## src/rtl/cpu_pkg.sv

```systemverilog
// Shared definitions for the accumulator CPU sequencer: opcodes, ALU source select,
// FSM states and instruction field widths.
package cpu_pkg;

    localparam int unsigned OPC_W = 4;
    localparam int unsigned IMM_W = 8;

    typedef enum logic [3:0] {
        OpNop   = 4'h0,
        OpMvb   = 4'h1,
        OpLoad  = 4'h2,
        OpStore = 4'h3,
        OpXchg  = 4'h4,
        OpJmp   = 4'h5,
        OpJz    = 4'h6,
        OpJc    = 4'h7,
        OpJnz   = 4'h8,
        OpJnc   = 4'h9,
        OpMva   = 4'hA,
        OpAnd   = 4'hB,
        OpOr    = 4'hC,
        OpNot   = 4'hD,
        OpAdd   = 4'hE,
        OpSub   = 4'hF
    } opcode_e;

    typedef enum logic [2:0] {
        AluImm  = 3'd0,
        AluRam  = 3'd1,
        AluAnd  = 3'd2,
        AluOr   = 3'd3,
        AluNot  = 3'd4,
        AluAdd  = 3'd5,
        AluSub  = 3'd6,
        AluSwap = 3'd7
    } alu_op_e;

    typedef enum logic [1:0] {
        StHalt  = 2'd0,
        StFetch = 2'd1,
        StExec  = 2'd2,
        StMemrd = 2'd3
    } state_e;

endpackage

```

## src/rtl/cpu_ctrl_decode.sv

```systemverilog
// Combinational opcode decoder; the parent gates every output with the EXEC state.
module cpu_ctrl_decode
    import cpu_pkg::*;
(
    input  logic [3:0] opcode,
    input  logic       z_in,
    input  logic       c_in,
    output logic       a_we,
    output logic       b_we,
    output logic       flag_we,
    output logic       ram_we,
    output logic       ram_re,
    output logic [2:0] alu_op,
    output logic       jump_taken,
    output logic       is_load
);

    always_comb begin
        a_we       = 1'b0;
        b_we       = 1'b0;
        flag_we    = 1'b0;
        ram_we     = 1'b0;
        ram_re     = 1'b0;
        alu_op     = AluImm;
        jump_taken = 1'b0;
        is_load    = 1'b0;
        unique case (opcode)
            OpNop:   ;
            OpMvb:   b_we = 1'b1;
            OpLoad:  begin ram_re = 1'b1; is_load = 1'b1; end
            OpStore: ram_we = 1'b1;
            OpXchg:  begin a_we = 1'b1; b_we = 1'b1; alu_op = AluSwap; end
            OpJmp:   jump_taken = 1'b1;
            OpJz:    jump_taken = z_in;
            OpJc:    jump_taken = c_in;
            OpJnz:   jump_taken = ~z_in;
            OpJnc:   jump_taken = ~c_in;
            OpMva:   a_we = 1'b1;
            OpAnd:   begin a_we = 1'b1; flag_we = 1'b1; alu_op = AluAnd; end
            OpOr:    begin a_we = 1'b1; flag_we = 1'b1; alu_op = AluOr;  end
            OpNot:   begin a_we = 1'b1; flag_we = 1'b1; alu_op = AluNot; end
            OpAdd:   begin a_we = 1'b1; flag_we = 1'b1; alu_op = AluAdd; end
            OpSub:   begin a_we = 1'b1; flag_we = 1'b1; alu_op = AluSub; end
            default: ;
        endcase
    end

endmodule

```

## src/rtl/cpu_ctrl.sv

```systemverilog
// Multi-cycle fetch/execute sequencer owning PC, IR and the retired counter.
// Optional single-step input enabled by defining CPU_CTRL_STEP_EN.
module cpu_ctrl
    import cpu_pkg::*;
#(
    parameter int unsigned PC_W   = 10,
    parameter int unsigned IR_W   = 14,
    parameter int unsigned RAM_AW = 4
) (
    input  logic              clk,
    input  logic              rst,
    input  logic              run,
`ifdef CPU_CTRL_STEP_EN
    input  logic              step,
`endif
    output logic              rom_req,
    output logic [PC_W-1:0]   rom_addr,
    input  logic              rom_ack,
    input  logic [IR_W-1:0]   rom_data,
    input  logic              z_in,
    input  logic              c_in,
    output logic [PC_W-1:0]   pc,
    output logic [IR_W-1:0]   ir,
    output logic [2:0]        alu_op,
    output logic [7:0]        imm,
    output logic              a_we,
    output logic              b_we,
    output logic              flag_we,
    output logic              ram_we,
    output logic              ram_re,
    output logic [RAM_AW-1:0] ram_addr,
    output logic              busy,
    output logic              halted,
    output logic [15:0]       retired
);

    state_e            state_q, state_d;
    logic [PC_W-1:0]   pc_q, pc_d;
    logic [IR_W-1:0]   ir_q, ir_d;
    logic [15:0]       retired_q, retired_d;

    logic       dec_a_we, dec_b_we, dec_flag_we, dec_ram_we, dec_ram_re;
    logic [2:0] dec_alu_op;
    logic       dec_jump, dec_is_load;
    logic       start;
    logic       in_exec, in_memrd;

`ifdef CPU_CTRL_STEP_EN
    assign start = run | step;
`else
    assign start = run;
`endif

    cpu_ctrl_decode u_decode (
        .opcode     (ir_q[IR_W-1 -: OPC_W]),
        .z_in       (z_in),
        .c_in       (c_in),
        .a_we       (dec_a_we),
        .b_we       (dec_b_we),
        .flag_we    (dec_flag_we),
        .ram_we     (dec_ram_we),
        .ram_re     (dec_ram_re),
        .alu_op     (dec_alu_op),
        .jump_taken (dec_jump),
        .is_load    (dec_is_load)
    );

    always_comb begin
        state_d   = state_q;
        pc_d      = pc_q;
        ir_d      = ir_q;
        retired_d = retired_q;
        unique case (state_q)
            StHalt: begin
                if (start) state_d = StFetch;
            end
            StFetch: begin
                if (rom_ack) begin
                    ir_d    = rom_data;
                    pc_d    = pc_q + PC_W'(1);
                    state_d = StExec;
                end
            end
            StExec: begin
                if (dec_jump) pc_d = ir_q[PC_W-1:0];
                if (dec_is_load) begin
                    state_d = StMemrd;
                end else begin
                    retired_d = retired_q + 16'd1;
                    state_d   = run ? StFetch : StHalt;
                end
            end
            StMemrd: begin
                retired_d = retired_q + 16'd1;
                state_d   = run ? StFetch : StHalt;
            end
            default: state_d = StHalt;
        endcase
    end

    always_ff @(posedge clk or posedge rst) begin
        if (rst) begin
            state_q   <= StHalt;
            pc_q      <= '0;
            ir_q      <= '0;
            retired_q <= '0;
        end else begin
            state_q   <= state_d;
            pc_q      <= pc_d;
            ir_q      <= ir_d;
            retired_q <= retired_d;
        end
    end

    // All outputs decode flopped state only, so strobes are clean single-cycle pulses.
    always_comb begin
        in_exec  = (state_q == StExec);
        in_memrd = (state_q == StMemrd);
        rom_req  = (state_q == StFetch);
        busy     = (state_q != StHalt);
        halted   = (state_q == StHalt);
        a_we     = (in_exec & dec_a_we) | in_memrd;
        b_we     = in_exec & dec_b_we;
        flag_we  = in_exec & dec_flag_we;
        ram_we   = in_exec & dec_ram_we;
        ram_re   = in_exec & dec_ram_re;
        alu_op   = AluImm;
        if (in_memrd)     alu_op = AluRam;
        else if (in_exec) alu_op = dec_alu_op;
    end

    assign rom_addr = pc_q;
    assign pc       = pc_q;
    assign ir       = ir_q;
    assign imm      = ir_q[IMM_W-1:0];
    assign ram_addr = ir_q[RAM_AW-1:0];
    assign retired  = retired_q;

endmodule

```

## config.mk

```make
export PLATFORM = sky130hd
export DESIGN_NAME = cpu_ctrl
export DESIGN_NICKNAME = d
export VERILOG_FILES = /design/src/rtl/cpu_pkg.sv /design/src/rtl/cpu_ctrl_decode.sv /design/src/rtl/cpu_ctrl.sv
export SDC_FILE = /design/constraint.sdc
export NUM_CORES = 1
export LEC_CHECK = 0
export ABC_AREA = 1
export CORE_UTILIZATION = 52
export DETAILED_ROUTE_END_ITERATION = 10
export DONT_BUFFER_PORTS = 1
export PLACE_DENSITY = 0.7
export SETUP_SLACK_MARGIN = 0.1
export SYNTH_ARGS = -nofsm -noshare
export SYNTH_HDL_FRONTEND = slang
export SYNTH_HIERARCHICAL = 1
export SYNTH_SLANG_ARGS = --single-unit
```

## constraint.sdc

```tcl
create_clock -name clk -period 3 [get_ports clk]
set_input_delay 0.15 -clock clk [delete_from_list [all_inputs] [get_ports clk]]
set_output_delay 0.15 -clock clk [all_outputs]
set_load 0.01 [all_outputs]
```

## Word-level counts from Yosys, hierarchy flattened

Index checks and enable logic that the tools add are counted.

- Register bits after elaboration: 42
- Logic and storage cells: 66
- Output and inout port bits: 73

- Add/sub/neg operators: 2
- Eq/ne operators: 22
- Bitwise gates (word level): 8
- Muxes and demuxes: 19
- Reductions and logical operators: 11

Operators with widths:

| kind | count |
|---|---|
| equality test 4 bit (second input constant) | 8 |
| one-hot mux 16 bit (2 select lines) | 1 |
| two-way mux 10 bit | 2 |
| one-hot mux 10 bit (2 select lines) | 1 |
| one-hot mux 3 bit (6 select lines) | 1 |
| adder 16 x 1 -> 16 bit (second input constant) | 1 |
| equality test 4 x 3 -> 1 bit (second input constant) | 4 |
| two-way mux 16 bit | 1 |
| adder 10 x 1 -> 10 bit (second input constant) | 1 |
| equality test 4 x 2 -> 1 bit (second input constant) | 2 |
| one-hot mux 2 bit (4 select lines) | 1 |
| OR reduction 7 bit | 1 |
| two-way mux 1 bit | 6 |
| two-way mux 2 bit | 3 |
| two-way mux 3 bit | 2 |
| != test 2 bit (second input constant) | 3 |
| AND reduction 2 bit | 3 |
| nonzero test 2 bit | 3 |
| AND 1 bit | 5 |
| one-hot mux 1 bit (5 select lines) | 1 |
| OR reduction 5 bit | 1 |
| equality test 2 bit (second input constant) | 2 |
| equality test 4 x 1 -> 1 bit (second input constant) | 1 |
| AND reduction 3 bit | 1 |
| 6 further kinds | 7 |

## Logic depth before layout (Yosys ltp)

- Depth in word-level cells: 5
- Depth in mapped cells: 12
- Mapped depth without buffers: 12

## By module

The synthesis kept the hierarchy.

By module, submodules not included:

| module | instances | area an instance (um2) | cells an instance |
|---|---|---|---|
| cpu_ctrl | 1 | 2501.1 | 317 |
| cpu_ctrl_decode | 1 | 162.7 | 36 |

## Worst setup path before layout

Ideal clock, no wire load.

- Kind: reg-to-reg
- Start point: register ir_q[11] (netlist: ir[11])
- End point: register retired_q[11] (netlist: retired[11])
- Path slack: 1501 ps
- Data arrival time: 1373 ps
- Cell stages (with the launch flop): 9
- Path buffers: 1
- Path through: dfrtp_1 -> inv_2 -> nor3_1 -> inv_1 -> nand2_1 -> nand2_2 -> buf_2 -> nand2_1 -> o21ai_0

- Cells in the longest elaborated chain, start to end: 4

Ends and longest elaborated chain:

| item | RTL line | text |
|---|---|---|
| from (decl) | cpu_ctrl.sv:39 | `logic [IR_W-1:0] ir_q, ir_d;` |
| from (signal assigned) | cpu_ctrl.sv:110 | `ir_q <= ir_d;` |
| equality test 4 x 2 -> 1 bit | cpu_ctrl_decode.sv:27 | `unique case (opcode)` |
| two-way mux 1 bit | cpu_ctrl_decode.sv:27 |  |
| net dec_is_load | cpu_ctrl.sv:44 | `logic dec_jump, dec_is_load;` |
| != test 2 bit (no line) | -- |  |
| AND reduction 2 bit (no line) | -- |  |
| to (signal assigned) | cpu_ctrl.sv:111 | `retired_q <= retired_d;` |
| to (decl) | cpu_ctrl.sv:40 | `logic [15:0] retired_q, retired_d;` |

The timed path passes the listed nets, and every way through them passes these cells.
A chain may end at the register's enable or synchronous reset.

## Worst setup path in the final report

- Start point: register state_q[1]
- End point: register pc_q[8] (netlist: pc[8])

- Cells in the longest elaborated chain, start to end: 3
- Elaborated cells between the ends (all ways): 7
- Those cells by class: 4 x eq/ne; 1 x mux; 2 x reduce/logical

Ends and longest elaborated chain:

| item | RTL line | text |
|---|---|---|
| from (decl) | cpu_ctrl.sv:37 | `state_e state_q, state_d;` |
| from (signal assigned) | cpu_ctrl.sv:103 | `state_q <= StHalt;` |
| from (signal assigned) | cpu_ctrl.sv:108 | `state_q <= state_d;` |
| equality test 2 x 1 -> 1 bit (*) | -- |  |
| net rom_req | cpu_ctrl.sv:16 | `output logic rom_req,` |
| != test 2 x 1 -> 1 bit (no line) / nonzero test 2 bit (equally long branches) | -- |  |
| AND reduction 3 bit (no line) | -- |  |
| to (signal assigned) | cpu_ctrl.sv:109 | `pc_q <= pc_d;` |
| to (decl) | cpu_ctrl.sv:38 | `logic [PC_W-1:0] pc_q, pc_d;` |

The timed path passes the listed nets; every way through them passes the cells marked *.

==> flow_metrics.tcl <==
set metrics [dict create \
    cts_sinks 42 \
    drtIter0Drc 95 \
    slew_headroom_pct 61.4 \
    synth_cells 353 \
    dieArea_sq_um 5410 \
    antenna_found_initial 0 \
    cp_slowest_stage_delay_ps 490 \
    yosysMostFrequentCell "nand2_1" \
    power.density_nw_per_um2 971 \
    fin_util_pct 56.8 \
    crit_family "simple AND/OR/NAND/NOR gates" \
    synth_flop_cell "dfrtp_1" \
    route.detailed.vias_per_inst 5.08 \
    fmax_ghz 0.533 \
    yosysSeqAreaShare_pct 39.5 \
    cts_buffer_depth 2 \
    syn_avg_cell_area_sq_um 7.55 \
    crit_fanout 22 \
    synth_top_area_share_pct 39.5 \
    run_status "finished clean" \
    vias 2072 \
    start_util_pct 55.3 \
    dp_hpwl_mm 3.88 \
    synth_edf_count 0 \
    endpoint_kind "flop" \
    n_antenna_cell 0 \
    drv_cap 0 \
    drc 0 \
    path_buf_inv 1 \
    synth.top_cells.by_count "nand2_1, dfrtp_1, inv_1, nor2_1, buf_4" \
    port_buffers 0 \
    netlist_area_sq_um 2660 \
    path_cells "nor2_4 -> nand2_2 -> nand2_2 -> inv_2 -> a21oi_1 -> nand2_1 -> nand2_1" \
    post-route-period-util_pct 62.5 \
    rsz0062_at_grt "false" \
    place_ws_ps 1120 \
    ys_ff_latch 42 \
    wl_per_cell_um 12.9 \
    grt_overflow 0 \
    ys.warnings.count 6 \
    ant_nets 0 \
    die_w_um 73.6 \
    grt_first_pass_wirelength_mm 8.72 \
    arrival_ps 2110 \
    synth_top_cell_by_area "dfrtp_1" \
    holdCritPathClass "input pin to flop" \
    io_pins 93 \
    htree_levels 2 \
    maxSlewViolCount 0 \
    grt_util_all_layers_pct 21.2 \
    finalHoldViolations 0 \
    async_reset_ff_share_pct 100 \
    grt_max_degree 30 \
    tns_ps 0 \
    grt_pass1_vias 1897 \
    drt_first_pass_iters 4 \
    gp_congestion 0.922 \
    core_sq_um 4820 \
    fin_nets 362 \
    tightest_slew_ps 576 \
    rows 25 \
    start_kind "flop" \
    insertion_delay_ps 300 \
    cp.required_ps 3230 \
    final_area_sq_um 2730 \
    die_height_um 73.6 \
    clockRootBuffer "clkbuf_8" \
    drive_gt1_share_pct 9.97 \
    synth_area_leaders "dfrtp_1, nand2_1, buf_4" \
    cts_resized 0 \
    placed_cell_area_sq_um 2530 \
    synthToLayoutAreaGrowth_pct 2.63 \
    clk_pin_slew_worst_paths_ps 80 \
    cts_tree "yes" \
    numCtsBuffers 5 \
    cp_slowest_cell "dfrtp_1" \
    setup_slack_ps 1120 \
    p_leak_nw 1.33 \
    peakVddDrop_v 0.000462 \
    fin_crit_ps 1880 \
    synthDistinctLibCells 31 \
    clock-skew-final_ps 13.5 \
    path_class "flop to flop" \
    synth_nets 375 \
    finalSetupViolCount 0 \
    drt_wl_total_mm 5.28 \
]
==> placed cells by master (no fill, tap or decap) <==
| master | n |
|---|---|
| buf_4 | 1 |
| bufinv_16 | 1 |
| nor3_1 | 3 |
| dlygate4sd3_1 | 9 |
| clkinvlp_4 | 1 |
| o21ai_0 | 14 |
| inv_2 | 2 |
| inv_1 | 39 |
| nand2_4 | 1 |
| nor2_2 | 1 |
| xnor2_1 | 2 |
| a22oi_1 | 1 |
| nand2_2 | 4 |
| nor2_1 | 40 |
| a21oi_1 | 14 |
| mux2_2 | 1 |
| clkbuf_8 | 5 |
| nand3_1 | 15 |
| ha_1 | 2 |
| nand3b_1 | 4 |
| inv_4 | 1 |
| clkinv_1 | 1 |
| o21ai_1 | 4 |
| o22ai_1 | 1 |
| nand4_1 | 5 |
| dfrtp_1 | 42 |
| a31oi_1 | 1 |
| nand3_4 | 2 |
| nor2_4 | 5 |
| nand2_1 | 105 |
| xor2_1 | 4 |
| clkbuf_1 | 1 |
| mux2_4 | 8 |
| o21ai_2 | 1 |
==> sequential cells by signal, indices dropped and copies added, names as in the netlist <==
name	flops
retired	16
state_q	2
pc	10
ir	14
==> metrics by stage <==
stage / instances / hold slack [ps] / total power, mW
2_1_floorplan: 353 / 299 / 2.22
3_3_place_gp: 391 / 21.8 / 2.20
3_5_place_dp: 391 / 30.2 / 2.21
4_1_cts: 407 / 2.09 / 2.67
5_1_grt: 408 / 0.216 / 2.89
6_report: 408 / 8.06 / 2.66
==> layer usage <==
| metal | part of all wire (%) | up-vias | track usage, % |
|---|---|---|---|
| li1 | - | 1056 | - |
| met1 | 45 | 943 | 26.7 |
| met2 | 48 | 67 | 34.5 |
| met3 | 6.0 | 6 | 6.45 |
| met4 | 1.2 | 0 | 7.05 |
| met5 | 0 | - | 0 |
==> kinds of logic (layout without fill, tap and decap cells) <==
logic type / Yosys count / after routing / share of synthesized area (%)
AOI/OAI and AO/OA: 36 / 36 / 7.09
xor gates and xnor gates: 6 / 6 / 1.97
adders and majority gates: 2 / 2 / 0.939
buffers and inverters: 73 / 61 / 14.5
DFF: 42 / 42 / 39.5
muxes: 9 / 9 / 4.93
and+or+nand+nor: 185 / 185 / 31.1
==> what timing repair did <==
item / in CTS / in global routing
hold buffers: 8 / 1
hold endpoints to repair: 20 / 1
buffers inserted: 0 / 0
==> worst register-to-register path, stage by stage (launching register included) <==
cell     delay [ps]
dfrtp_1         490
nor2_4          220
nand2_2         370
nand2_2         360
inv_2           130
a21oi_1         140
nand2_1          60
nand2_1          50
==> final cells by class <==
type / count / area [sq um]
fillers: 476 / 2080
multi-input cells: 238 / 1230
repair buffers: 10 / 97.6
clock buffers: 6 / 72.6
well taps: 67 / 83.8
inverters: 43 / 164
clock inverters: 2 / 37.5
flip-flops and latches: 42 / 1050
==> power by group <==
part / switching, mW / internal, mW / leakage (nW)
clock network: 0.200 / 0.248 / 0.0514
logic: 0.555 / 0.362 / 0.761
registers: 0.518 / 0.771 / 0.519
==> path summary, 6_finish.rpt <==
path / from / endpoint / slack, ps / depth (start not counted)
min in group asynchronous: rst / ir[4] / 260 / 2
hold / removal: rom_data[11] / ir[11] / 8 / 1
max in group asynchronous: rst / retired[14] / 2040 / 3
hold reg to reg: retired[15] / retired[15] / 570 / 2
setup reg to reg: state_q[1] / pc[8] / 1120 / 7
setup / recovery: state_q[1] / pc[8] / 1120 / 7
Power figures use the tool's default switching activity.
